$ cat config.mk
export PLATFORM = sky130hd
export DESIGN_NAME = imem_loader
export DESIGN_NICKNAME = d
export VERILOG_FILES = /design/src/rtl/loader_pkg.sv /design/src/rtl/byte_packer.sv /design/src/rtl/imem_loader.sv
export SDC_FILE = /design/constraint.sdc
export NUM_CORES = 1
export LEC_CHECK = 0
export BUFFER_PORTS_ARGS = -buffer_cell sky130_fd_sc_hd__buf_2
export CAP_MARGIN = 30
export CORE_MARGIN = 10
export CORE_UTILIZATION = 50
export DETAILED_ROUTE_END_ITERATION = 7
export PLACE_DENSITY = 0.8
export SLEW_MARGIN = 30
export SYNTH_ARGS = -nofsm -noshare
export SYNTH_HDL_FRONTEND = slang
export SYNTH_SLANG_ARGS = --single-unit
export TNS_END_PERCENT = 30
$ cat constraint.sdc
create_clock -name clk -period 3.27 [get_ports clk]
set_input_delay 0.654 -clock clk [delete_from_list [all_inputs] [get_ports clk]]
set_output_delay 0.654 -clock clk [all_outputs]
set_load 0.005 [all_outputs]
$ cat src/rtl/loader_pkg.sv
// Shared types and widths for the instruction-memory program loader.
package loader_pkg;

    localparam int unsigned BYTE_W         = 8;
    localparam int unsigned WORD_W         = 32;
    localparam int unsigned BYTES_PER_WORD = 4;
    localparam int unsigned LANE_W         = $clog2(BYTES_PER_WORD);

    typedef enum logic [2:0] {
        IDLE,
        HDR,
        DATA,
        CSUM,
        DONE,
        ERR
    } state_t;

endpackage

$ cat src/rtl/byte_packer.sv
// Assembles big-endian words from accepted bytes and keeps the running XOR of every data byte.
module byte_packer
    import loader_pkg::*;
(
    input  logic              clk,
    input  logic              reset,
    input  logic              clear,
    input  logic              accept,
    input  logic [BYTE_W-1:0] byte_in,
    output logic [WORD_W-1:0] word,
    output logic [BYTE_W-1:0] xor_sum,
    output logic              word_done
);

    logic [LANE_W-1:0]        lane_q;
    logic [WORD_W-BYTE_W-1:0] shift_q;
    logic [BYTE_W-1:0]        xor_q;

    always_ff @(posedge clk or posedge reset) begin
        if (reset) begin
            lane_q  <= '0;
            shift_q <= '0;
            xor_q   <= '0;
        end else if (clear) begin
            lane_q  <= '0;
            shift_q <= '0;
            xor_q   <= '0;
        end else if (accept) begin
            lane_q  <= lane_q + LANE_W'(1);
            shift_q <= word[WORD_W-BYTE_W-1:0];
            xor_q   <= xor_q ^ byte_in;
        end
    end

    // The current byte completes the word combinationally so it can be registered on accept.
    assign word      = {shift_q, byte_in};
    assign xor_sum   = xor_q;
    assign word_done = accept && (lane_q == LANE_W'(BYTES_PER_WORD - 1));

endmodule

$ cat src/rtl/imem_loader.sv
// Framed byte-stream program loader: writes instruction words and holds the core in reset
// until a complete, checksum-verified program is in memory.
module imem_loader
    import loader_pkg::*;
#(
    parameter int unsigned ADDR_W = 4
) (
    input  logic              clk,
    input  logic              reset,
    input  logic              start,
    input  logic              byte_valid,
    input  logic [BYTE_W-1:0] byte_data,
    output logic              byte_ready,
    output logic              wr_en,
    output logic [ADDR_W-1:0] wr_addr,
    output logic [WORD_W-1:0] wr_data,
    output logic              core_reset,
    output logic              done,
    output logic              error,
    output logic [ADDR_W:0]   word_count
);

    localparam int unsigned CAPACITY = 1 << ADDR_W;
    localparam int unsigned CNT_W    = ADDR_W + 1;

    state_t            state_q, state_d;
    logic [CNT_W-1:0]  n_q, count_q;
    logic              wr_en_q;
    logic [WORD_W-1:0] wr_data_q;
    logic              accept, pack_accept, hdr_bad, last_word, csum_ok, word_done;
    logic [WORD_W-1:0] word;
    logic [BYTE_W-1:0] xor_sum;

    // start wins over a byte offered in the same cycle
    assign byte_ready  = state_q inside {HDR, DATA, CSUM};
    assign accept      = byte_valid && byte_ready && !start;
    assign pack_accept = accept && (state_q == DATA);
    assign hdr_bad     = (byte_data == '0) || (32'(byte_data) > CAPACITY);
    assign last_word   = (count_q + CNT_W'(1)) == n_q;
    assign csum_ok     = byte_data == xor_sum;

    byte_packer u_packer (
        .clk       (clk),
        .reset     (reset),
        .clear     (start),
        .accept    (pack_accept),
        .byte_in   (byte_data),
        .word      (word),
        .xor_sum   (xor_sum),
        .word_done (word_done)
    );

    always_ff @(posedge clk or posedge reset) begin
        if (reset) begin
            state_q <= IDLE;
        end else begin
            state_q <= state_d;
        end
    end

    always_comb begin
        state_d = state_q;
        if (start) begin
            state_d = HDR;
        end else begin
            case (state_q)
                HDR:     if (accept) state_d = hdr_bad ? ERR : DATA;
                DATA:    if (word_done && last_word) state_d = CSUM;
                CSUM:    if (accept) state_d = csum_ok ? DONE : ERR;
                default: ;
            endcase
        end
    end

    // count_q advances as wr_en drops, so wr_addr holds the slot being written
    always_ff @(posedge clk or posedge reset) begin
        if (reset) begin
            n_q       <= '0;
            count_q   <= '0;
            wr_en_q   <= 1'b0;
            wr_data_q <= '0;
        end else begin
            wr_en_q <= word_done;
            if (word_done) wr_data_q <= word;
            if (start) begin
                count_q <= '0;
            end else if (wr_en_q) begin
                count_q <= count_q + CNT_W'(1);
            end
            if (state_q == HDR && accept && !hdr_bad) n_q <= CNT_W'(byte_data);
        end
    end

    assign wr_en      = wr_en_q;
    assign wr_addr    = count_q[ADDR_W-1:0];
    assign wr_data    = wr_data_q;
    assign word_count = count_q;
    assign core_reset = state_q != DONE;
    assign done       = state_q == DONE;
    assign error      = state_q == ERR;

endmodule
==> reports/metrics.cfg, run 1 <==
[status]
status = completed

[sta]
period_share_pct = 69.2
finalHoldViolCount = 0
skew_ns = 0.00924
fmax_mhz = 442
finalCriticalPeriod_ns = 2.26
rsz0062_at_grt = false
relSlewSlack_pct = 48.4
drv_slew = 0
finalSetupViolCount = 0
tns_ns = 0
worstMarginPinSlew_ns = 0.774

[clock_tree]
ctsHtreeMaxLevel = 3
post_cts_buffers = 0
post_cts_resized = 0
cts.reportedPaths.clkPinSlew_ns = 0.09
clock-sinks = 80
tritoncts = built
clk_path_buf_depth = 2
root_buffer = clkbuf_8
cts_buffers = 9
cts_hold_buffers = 0
clkLatencyLatePin_ns = 0.35

[detailed_routing]
vias = 2560
wl_per_cell_um = 15.5
wl_met3_um = 395
drt-vias-per-instance = 5.26
top_layer = met4
postRouteAntennaNets = 0
routed_wl_mm = 7.54
met2_length_mm = 3.87
wl_met1_mm = 3.18
drt-pass1-iter-count = 4
drc = 0
drt-initial-drc-count = 171

[critical_path]
startpoint_type = primary input
r2r_slack_ns = 1.03
crit_arrival_ns = 2.49
critPathMaxFanout = 5
critPathRequiredTime_ns = 3.50
worstSetupPathType = primary input to register
worstSetupEndpointType = register

[yosys]
yosys.area_share.simple_pct = 20.7
synth_top_family_by_area = simple AND/OR/NAND/NOR gates
yosys-top-cells-count = nand2_1 (125), dfrtp_1 (80), a21oi_1 (27), nor2_1 (17)
muxShareOfSynthArea_pct = 5.34
synth_top_area_share_pct = 57.7
yosysUniqueCellTypes = 35
yosysMostFrequentCell = nand2_1
synth_cells = 350
synthFlopType = dfrtp_1
synth_compound_area_share_pct = 4.87
synthesis.area_um2 = 3470
async_flop_share_pct = 100
synth_xor_area_share_pct = 7.07
syn_avg_cell_area_um2 = 9.91
synth_fa_ha_area_share_pct = 0.722
synth_edf_count = 0
synthTopCellsByArea = dfrtp_1 (58%), nand2_1 (14%), a21oi_1 (3.9%)
synth_warnings = 0
synth.largest_area_cell = dfrtp_1
syn_nets = 364
ys_seq_area_share_pct = 57.7
synth-seq-cells = 80

[cells_and_area]
antenna_cells = 0
area_delta_synth_final_pct = 15.7
drive_gt1_share_pct = 24.1
nets = 416
num-fill-cells = 593

[flow_run]
maxCapViolations = 0

[placed_design]
gp_congestion = 0.796
dpl.hpwl_mm = 5.43
io_buffer_count = 57

[floorplanning]
coreArea_um2 = 6760
io_pins = 58
num_rows = 30
start_util_pct = 51.3
die_x_um = 103
die_area_um2 = 10700
die_h_um = 103

[pwr]
power_mw = 1.87
p_per_area_nw_per_um2 = 466
max-vdd-ir-drop_uv = 300
leakage_nw = 2.11

[grt]
grt_max_degree = 47
grt_first_pass_wirelength_mm = 12.5
antenna_found_initial = 0
grt_pass1_vias = 2584
grt_overflow_total = 0
track_usage_pct = 15.1

[worst_hold_path]
worstHoldPathType = primary input to async pin

stage by stage:
stage	setup slack [ns]	util (%)	cell area [um^2]	hold WS [ns]	instances
floorplan	0.564	-	3470	0.439	350
detailed placement	0.637	56.3	3810	0.455	471
global route	0.859	59.4	4010	0.465	487
CTS	0.987	59.4	4010	0.425	487
finish	1.01	59.4	4010	0.410	487
global placement	0.652	56.3	3810	0.450	471
layout by cell type (no fill, tap or decap), types with 2 or more instances in the layout:
master / count
clkbuf_8: 9
nor4_1: 2
nor2b_1: 2
ha_1: 2
mux2i_1: 2
mux2_4: 5
nor2_1: 17
nor3_1: 2
or3_1: 2
inv_1: 2
buf_2: 57
xor2_1: 14
inv_6: 3
xnor2_1: 14
nand2_1: 125
nand3_1: 3
clkinvlp_4: 2
and3b_1: 2
a21oi_1: 27
buf_4: 6
nand4_1: 4
mux2_2: 8
dfrtp_1: 80
nand2b_1: 2
final cells by class:
type	count	area [um^2]	area share, %
multi-input cells	244	1360	33.8
clock inverters	7	82.6	2.06
flip-flops and latches	80	2000	49.9
inverters	4	16.3	0.405
clock buffers	9	124	3.09
repair buffers	63	330	8.23
well taps	80	100	2.49
cell families (layout without fill, tap and decap cells):
kind of cell	count (synthesis)	count (layout)
xor+xnor	28	28
simple gates	168	168
buf+inv	26	83
compound gates	31	31
flops	80	80
fa+ha+maj	2	2
mux	15	15
state kept, by name, summed over array words and instances, names as in the netlist:
register,cells
word_count,5
n_q,5
state_q,3
u_packer.xor_sum,8
u_packer.shift_q,24
u_packer.lane_q,2
wr_data,32
wr_en,1
final timing paths:
check / to / startpoint / depth (start not counted)
setup reg to reg: state_q[0]$_DFFE_PP0P_ / state_q[0]$_DFFE_PP0P_ / 5
max in group asynchronous: u_packer.shift_q[12]$_DFFE_PP0P_ / reset / 3
min in group clk: wr_data[14]$_DFFE_PP0P_ / wr_data[14]$_DFFE_PP0P_ / 2
setup / recovery: n_q[0]$_DFFE_PP0P_ / byte_data[0] / 6
hold / removal: wr_data[6]$_DFFE_PP0P_ / reset / 2
hold reg to reg: wr_data[14]$_DFFE_PP0P_ / wr_data[14]$_DFFE_PP0P_ / 2
worst max-delay path: stages:
cell and delay, ns:
buf_2 0.13, nor4_1 0.34, xor2_1 0.11, or4_4 0.44, or3_1 0.47, mux2_4 0.34
layer usage:
metal	GRT usage [%]	vias to the layer above
met5	0	-
met3	4.19	8
li1	-	1243
met1	17.6	1248
met4	6.31	0
met2	25.5	61
power by group:
group,internal (mW),switching (mW),leakage [nW]
clock network,0.366,0.384,0.0988
registers,1.00,0.0197,1.11
logic,0.0436,0.0572,0.897
No activity file was read; power rests on OpenSTA's default activity.
==> run 2, diff against run 1 <==
==> constraint.sdc (replaced) <==
create_clock -name clk -period 2.3 [get_ports clk]
set_input_delay 0.46 -clock clk [delete_from_list [all_inputs] [get_ports clk]]
set_output_delay 0.46 -clock clk [all_outputs]
set_load 0.005 [all_outputs]
==> run 2 against run 1 <==
Net effect:
- power grew 42%
- hold slack worse by 0.32 ns
- critical path depth unchanged
- register-to-register slack got worse by 0.82 ns
- setup slack lost 0.79 ns
- first-iteration DRC count decreased by 11%
- clock skew up 0.00069 ns
- utilization grew 0.94 points
- highest routed layer unchanged
==> reports/metrics.cfg, run 2 (same netlist as run 1, synthesis figures left out) <==
[sta]
hold_ws_ns = 0.0910  ; -0.319 ns
finalCriticalPeriod_ns = 2.09
skew_ns = 0.00993  ; +0.000695 ns
rsz0062_at_grt = false
fmax_mhz = 479
worstMarginPinSlew_ns = 0.403  ; -0.371 ns
drv_slew = 0  ; unchanged
relSlewSlack_pct = 73.1  ; +25 points
period_share_pct = 90.8
finalSetupViolCount = 0  ; unchanged
finalHoldViolCount = 0  ; unchanged

[grt]
grt_pass1_vias = 2582  ; -0.077%
antenna_found_initial = 0  ; unchanged
grt_max_degree = 34  ; -28%
grt_first_pass_wirelength_mm = 12.6  ; +0.88%
track_usage_pct = 15.2  ; +0.17 points
grt_overflow_total = 0  ; unchanged

[clock_tree]
cts_hold_buffers = 0  ; unchanged
cts.reportedPaths.clkPinSlew_ns = 0.08  ; about the same
root_buffer = clkbuf_8
clock-sinks = 80  ; unchanged
post_cts_buffers = 0  ; unchanged
clk_path_buf_depth = 2  ; unchanged
clkLatencyLatePin_ns = 0.35  ; about the same
cts_buffers = 9  ; unchanged
ctsHtreeMaxLevel = 3  ; unchanged
tritoncts = built
post_cts_resized = 0  ; unchanged

[cells_and_area]
nets = 423  ; +1.7%
antenna_cells = 0  ; unchanged
design_area_um2 = 4080  ; +1.6%
largest_reg_flops = 32  ; unchanged
drive_gt1_share_pct = 25.1  ; +1.0 points
final_common_cell = nand2_1
layout_common_cells = nand2_1 (125), dfrtp_1 (80), buf_2 (57), a21oi_1 (27), nor2_1 (17)
area_delta_synth_final_pct = 17.6
finalNonFillerCells = 494  ; +1.4%

[floorplanning]
die_x_um = 103  ; unchanged
die_h_um = 103  ; unchanged
die_area_um2 = 10700  ; unchanged
start_util_pct = 51.3  ; unchanged
coreArea_um2 = 6760  ; unchanged
num_rows = 30  ; unchanged
io_pins = 58  ; unchanged

[detailed_routing]
drt-pass1-iter-count = 4  ; unchanged
routed_wl_mm = 7.53  ; about the same
wl_per_cell_um = 15.3  ; -1.5%
postRouteAntennaNets = 0  ; unchanged
drt-initial-drc-count = 153  ; -11%
drt-vias-per-instance = 5.17  ; -1.6%
vias = 2554  ; -0.23%
drc = 0  ; unchanged

[placed_design]
dpl_cell_area_um2 = 3870  ; +1.8%
dpl.cell_count = 478  ; +1.5%
io_buffer_count = 57  ; unchanged
gp_congestion = 0.785  ; -1.5%
dpl.hpwl_mm = 5.28  ; -2.8%

[pwr]
pwr-share-seq_pct = 54.4  ; about the same
p_per_area_nw_per_um2 = 653  ; +40%
clkPwrFrac_pct = 39.8  ; -0.3 points
combPwrFrac_pct = 5.8  ; +0.4 points
switching_share_pct = 23.6  ; -1.1 points
internal_power_mw = 2.04  ; +44%
leakage_nw = 2.15  ; +1.9%
max-vdd-ir-drop_uv = 325  ; +8.2%
net-switching-power_mw = 0.628  ; +36%

[critical_path]
worstSetupPathType = register to register
worstSetupEndpointType = register
critPathMaxFanout = 7  ; +2
crit_arrival_ns = 2.30  ; -0.19 ns
critPathRequiredTime_ns = 2.51  ; -0.99 ns
r2r_slack_ns = 0.21  ; -0.82 ns
startpoint_type = register
rr_worst_depth = 6  ; +1

[worst_hold_path]
worstHoldPathType = primary input to async pin

[flow_run]
maxCapViolations = 0  ; unchanged

[status]
status = completed

## run 2: changes by cell type in the layout (fill, tap and decap cells not counted), sizes merged
cell and delta:
clkinvlp -1, inv -1, buf +7, clkbuf +2
## run 2: per-stage QoR
stage / util [%] / total power, mW / setup WS [ns] / setup TNS (ns)
after floorplan: - / 1.56 / 0.138 / 0
after global placement: 57.3 / 1.63 / -0.0990 / -0.495
after detailed placement: 57.3 / 1.63 / -0.127 / -0.599
after CTS: 60.3 / 2.69 / 0.199 / 0
after global routing: 60.3 / 2.78 / 0.0528 / 0
final: 60.3 / 2.66 / 0.213 / 0
## run 2: final cells by class
type	instances	area [um^2]
clock buffers	11	141
clock inverters	5	61.3
fillers	558	2680
inverters	4	18.8
multi-input cells	244	1360
flip-flops and latches	80	2000
well taps	80	100
repair buffers	70	395
## run 2: final timing paths
path                                                        from                   endpoint
worst min-delay path                                       reset    wr_data[22]$_DFFE_PP0P_
worst max-delay path                   word_count[0]$_DFFE_PP0P_     state_q[0]$_DFFE_PP0P_
worst max register to register         word_count[0]$_DFFE_PP0P_     state_q[0]$_DFFE_PP0P_
max in group asynchronous                                  reset  word_count[3]$_DFFE_PP0P_
worst min register to register  u_packer.shift_q[18]$_DFFE_PP0P_    wr_data[26]$_DFFE_PP0P_
min in group clk                                           start  word_count[0]$_DFFE_PP0P_
## run 2: power by group through the flow
stage                     logic, mW  clock network, mW  registers [mW]
final                         0.156               1.06            1.45
after global routing          0.173               1.16            1.45
after CTS                     0.158               1.08            1.45
after detailed placement      0.158                  0            1.48
after global placement        0.153                  0            1.47
after floorplan               0.100                  0            1.46
## run 2: worst max-delay path, stage by stage (launching register included)
cell       delay, ns
dfrtp_1         0.46
ha_1            0.31
xnor2_1         0.15
a2111oi_0       0.40
a21oi_1         0.08
a221oi_1        0.39
o32ai_1         0.17
## run 2: routing by layer
metal	track usage, %	up-vias	routed length, um
met5	0	-	0
met4	8.66	0	173
met3	2.86	14	355
met2	24.8	58	3820
met1	18.6	1232	3180
li1	-	1250	-
==> run 3, diff against run 2 <==
--- a/config.mk
+++ b/config.mk
@@ -10,9 +10,11 @@
 export CORE_MARGIN = 10
 export CORE_UTILIZATION = 50
 export DETAILED_ROUTE_END_ITERATION = 7
-export PLACE_DENSITY = 0.8
+export PLACE_DENSITY = 0.7
+export REMOVE_ABC_BUFFERS = 1
 export SLEW_MARGIN = 30
 export SYNTH_ARGS = -nofsm -noshare
 export SYNTH_HDL_FRONTEND = slang
+export SYNTH_HIERARCHICAL = 1
 export SYNTH_SLANG_ARGS = --single-unit
 export TNS_END_PERCENT = 30
==> run 3 against run 2 <==
Net effect:
- sequential power hardly changed
- via count is 11% lower
- register-to-register slack better by 0.06 ns
- count of clock-buffer cells in the layout is 3 higher
- maximum frequency is 3.0% higher
- design area is 3.6% higher
==> reports/metrics.cfg, run 3 <==
[yosys]
synth.largest_area_cell = dfrtp_1
synthesis.area_um2 = 3660  ; +5.4%
ys_seq_area_share_pct = 54.8  ; -3.0 points
syn_avg_cell_area_um2 = 12.7  ; +28%
yosysMostFrequentCell = dfrtp_1
synthTopCellsByArea = dfrtp_1 (55%), mux2_2 (9.9%), mux2i_1 (7.1%)
synth_top_area_share_pct = 54.8  ; -3.0 points
yosysUniqueCellTypes = 38  ; +8.6%
synth-seq-cells = 80  ; unchanged
async_flop_share_pct = 100  ; unchanged
synthFlopType = dfrtp_1
synth_edf_count = 0  ; unchanged
synth_warnings = 6  ; +6
synth_cells = 289  ; -17%
yosys-top-cells-count = dfrtp_1 (80), nor2_1 (33), mux2_2 (32), mux2i_1 (26), buf_4 (13)

[worst_hold_path]
worstHoldPathType = primary input to async pin

[floorplanning]
num_rows = 31  ; +3.3%
start_util_pct = 51.0  ; -0.36 points
die_x_um = 106  ; +2.2%
die_h_um = 106  ; +2.2%
io_pins = 58  ; unchanged
die_area_um2 = 11100  ; +4.4%
coreArea_um2 = 7180  ; +6.2%

[grt]
track_usage_pct = 13.4  ; -1.9 points
grt_pass1_vias = 2417  ; -6.4%
grt_first_pass_wirelength_mm = 12.1  ; -4.1%
grt_max_degree = 45  ; +32%
grt_overflow_total = 0  ; unchanged
antenna_found_initial = 0  ; unchanged

[critical_path]
rr_worst_depth = 5  ; -1
critPathMaxFanout = 42  ; +35
startpoint_type = register
worstSetupPathType = register to register
r2r_slack_ns = 0.27  ; +0.06 ns
critPathRequiredTime_ns = 2.50  ; about the same
crit_arrival_ns = 2.23  ; -0.07 ns
worstSetupEndpointType = register

[placed_design]
dpl_cell_area_um2 = 3990  ; +3.0%
gp_congestion = 0.831  ; +5.9%
io_buffer_count = 57  ; unchanged
dpl.hpwl_mm = 4.91  ; -6.9%
dpl.cell_count = 431  ; -9.8%

[cells_and_area]
layout_common_cells = dfrtp_1 (80), buf_2 (57), nor2_1 (33), mux2_2 (32), mux2i_1 (26)
area_delta_synth_final_pct = 15.5
largest_reg_flops = 32  ; unchanged
regArea_um2 = 2000  ; unchanged
antenna_cells = 0  ; unchanged
multi_input_area_um2 = 1450  ; +6.5%
final_common_cell = dfrtp_1
drive_gt1_share_pct = 37.6  ; +13 points
finalNonFillerCells = 447  ; -9.5%
final_util_pct = 58.8  ; -1.5 points
nets = 357  ; -16%
design_area_um2 = 4220  ; +3.6%
num-fill-cells = 594  ; +6.5%

[clock_tree]
cts_buffers = 9  ; unchanged
tritoncts = built
clk_path_buf_depth = 2  ; unchanged
root_buffer = clkbuf_8
clock-sinks = 80  ; unchanged
post_cts_resized = 0  ; unchanged
ctsHtreeMaxLevel = 3  ; unchanged
post_cts_buffers = 0  ; unchanged
clkLatencyLatePin_ns = 0.34  ; about the same
cts.reportedPaths.clkPinSlew_ns = 0.08  ; about the same
cts_hold_buffers = 0  ; unchanged

[detailed_routing]
wl_per_cell_um = 16.1  ; +5.7%
postRouteAntennaNets = 0  ; unchanged
drt-pass1-iter-count = 4  ; unchanged
drt-vias-per-instance = 5.09  ; -1.6%
routed_wl_mm = 7.20  ; -4.4%
drt-initial-drc-count = 80  ; -48%
drc = 0  ; unchanged
vias = 2273  ; -11%

[sta]
period_share_pct = 88.1  ; -2.6 points
tns_ns = 0  ; unchanged
worstMarginPinSlew_ns = 0.591  ; +0.189 ns
finalSetupViolCount = 0  ; unchanged
fmax_mhz = 493  ; +3.0%
relSlewSlack_pct = 60.6  ; -13 points
finalHoldViolCount = 0  ; unchanged
finalCriticalPeriod_ns = 2.03  ; -0.0609 ns
rsz0062_at_grt = false
drv_slew = 0  ; unchanged
skew_ns = 0.00626  ; -0.00367 ns

[pwr]
max-vdd-ir-drop_uv = 297  ; -8.5%
leakage_nw = 2.11  ; -1.5%
power_mw = 2.79  ; +4.8%
p_per_area_nw_per_um2 = 661  ; +1.2%

[status]
status = completed

[flow_run]
maxCapViolations = 0  ; unchanged

[run 3: worst paths after layout]
| check | startpoint | end |
|---|---|---|
| worst min register to register | wr_data[4]$_DFFE_PP0P_ | wr_data[4]$_DFFE_PP0P_ |
| worst max-delay path | state_q[2]$_DFFE_PP0P_ | u_packer/shift_q[23]$_DFFE_PP0P_ |
| max in group asynchronous | reset | word_count[2]$_DFFE_PP0P_ |
| worst min-delay path | reset | wr_data[6]$_DFFE_PP0P_ |
| worst max register to register | state_q[2]$_DFFE_PP0P_ | u_packer/shift_q[23]$_DFFE_PP0P_ |
| min in group clk | byte_data[5] | u_packer/xor_sum[5]$_DFFE_PP0P_ |
[run 3: per-stage QoR]
step / setup WS (ns) / hold slack [ns]
floorplan: -5.44 / 0.479
global placement: 0.0371 / 0.484
detailed placement: 0.00898 / 0.491
CTS: 0.265 / 0.122
global route: 0.151 / 0.136
finish: 0.273 / 0.117
[run 3: per-layer routing]
metal | vias to the layer above | global-route usage, % | wire (um)
met2 | 42 | 21.3 | 3420
li1 | 1092 | - | -
met4 | 0 | 6.09 | 82
met5 | - | 0 | 0
met3 | 6 | 3.59 | 394
met1 | 1133 | 16.6 | 3310
[run 3: worst max-delay path: stages (launching register included)]
cell and delay, ns:
dfrtp_1 0.44, nand2b_1 0.23, nor4b_2 0.32, buf_4 0.56
mux2i_1 0.26, nor2_1 0.07
[run 3: cell type report]
cell class | instances | share of cell area (%)
Sequential cell | 80 | 47.4
Multi-Input combinational cell | 176 | 34.3
Timing Repair Buffer | 70 | 9.36
Clock buffer | 14 | 4.09
Tap cell | 99 | 2.93
Clock inverter | 2 | 1.42
Inverter | 6 | 0.533
[run 3: kinds of logic (layout without fill, tap and decap cells)]
kind of cell	count (synthesis)	after routing	share of synthesized area [%]
and+or+nand+nor	66	66	9.24
muxes	63	63	19.0
DFF	80	80	54.8
buffers and inverters	33	92	5.85
xor gates and xnor gates	19	19	4.55
adders and majority gates	2	2	0.684
AOI/OAI and AO/OA	26	26	5.89
[run 3: power by group]
part | switching [mW] | total [mW] | internal (mW)
Clock | 0.478 | 1.18 | 0.702
Sequential | 0.0188 | 1.44 | 1.43
Combinational | 0.0924 | 0.166 | 0.0735
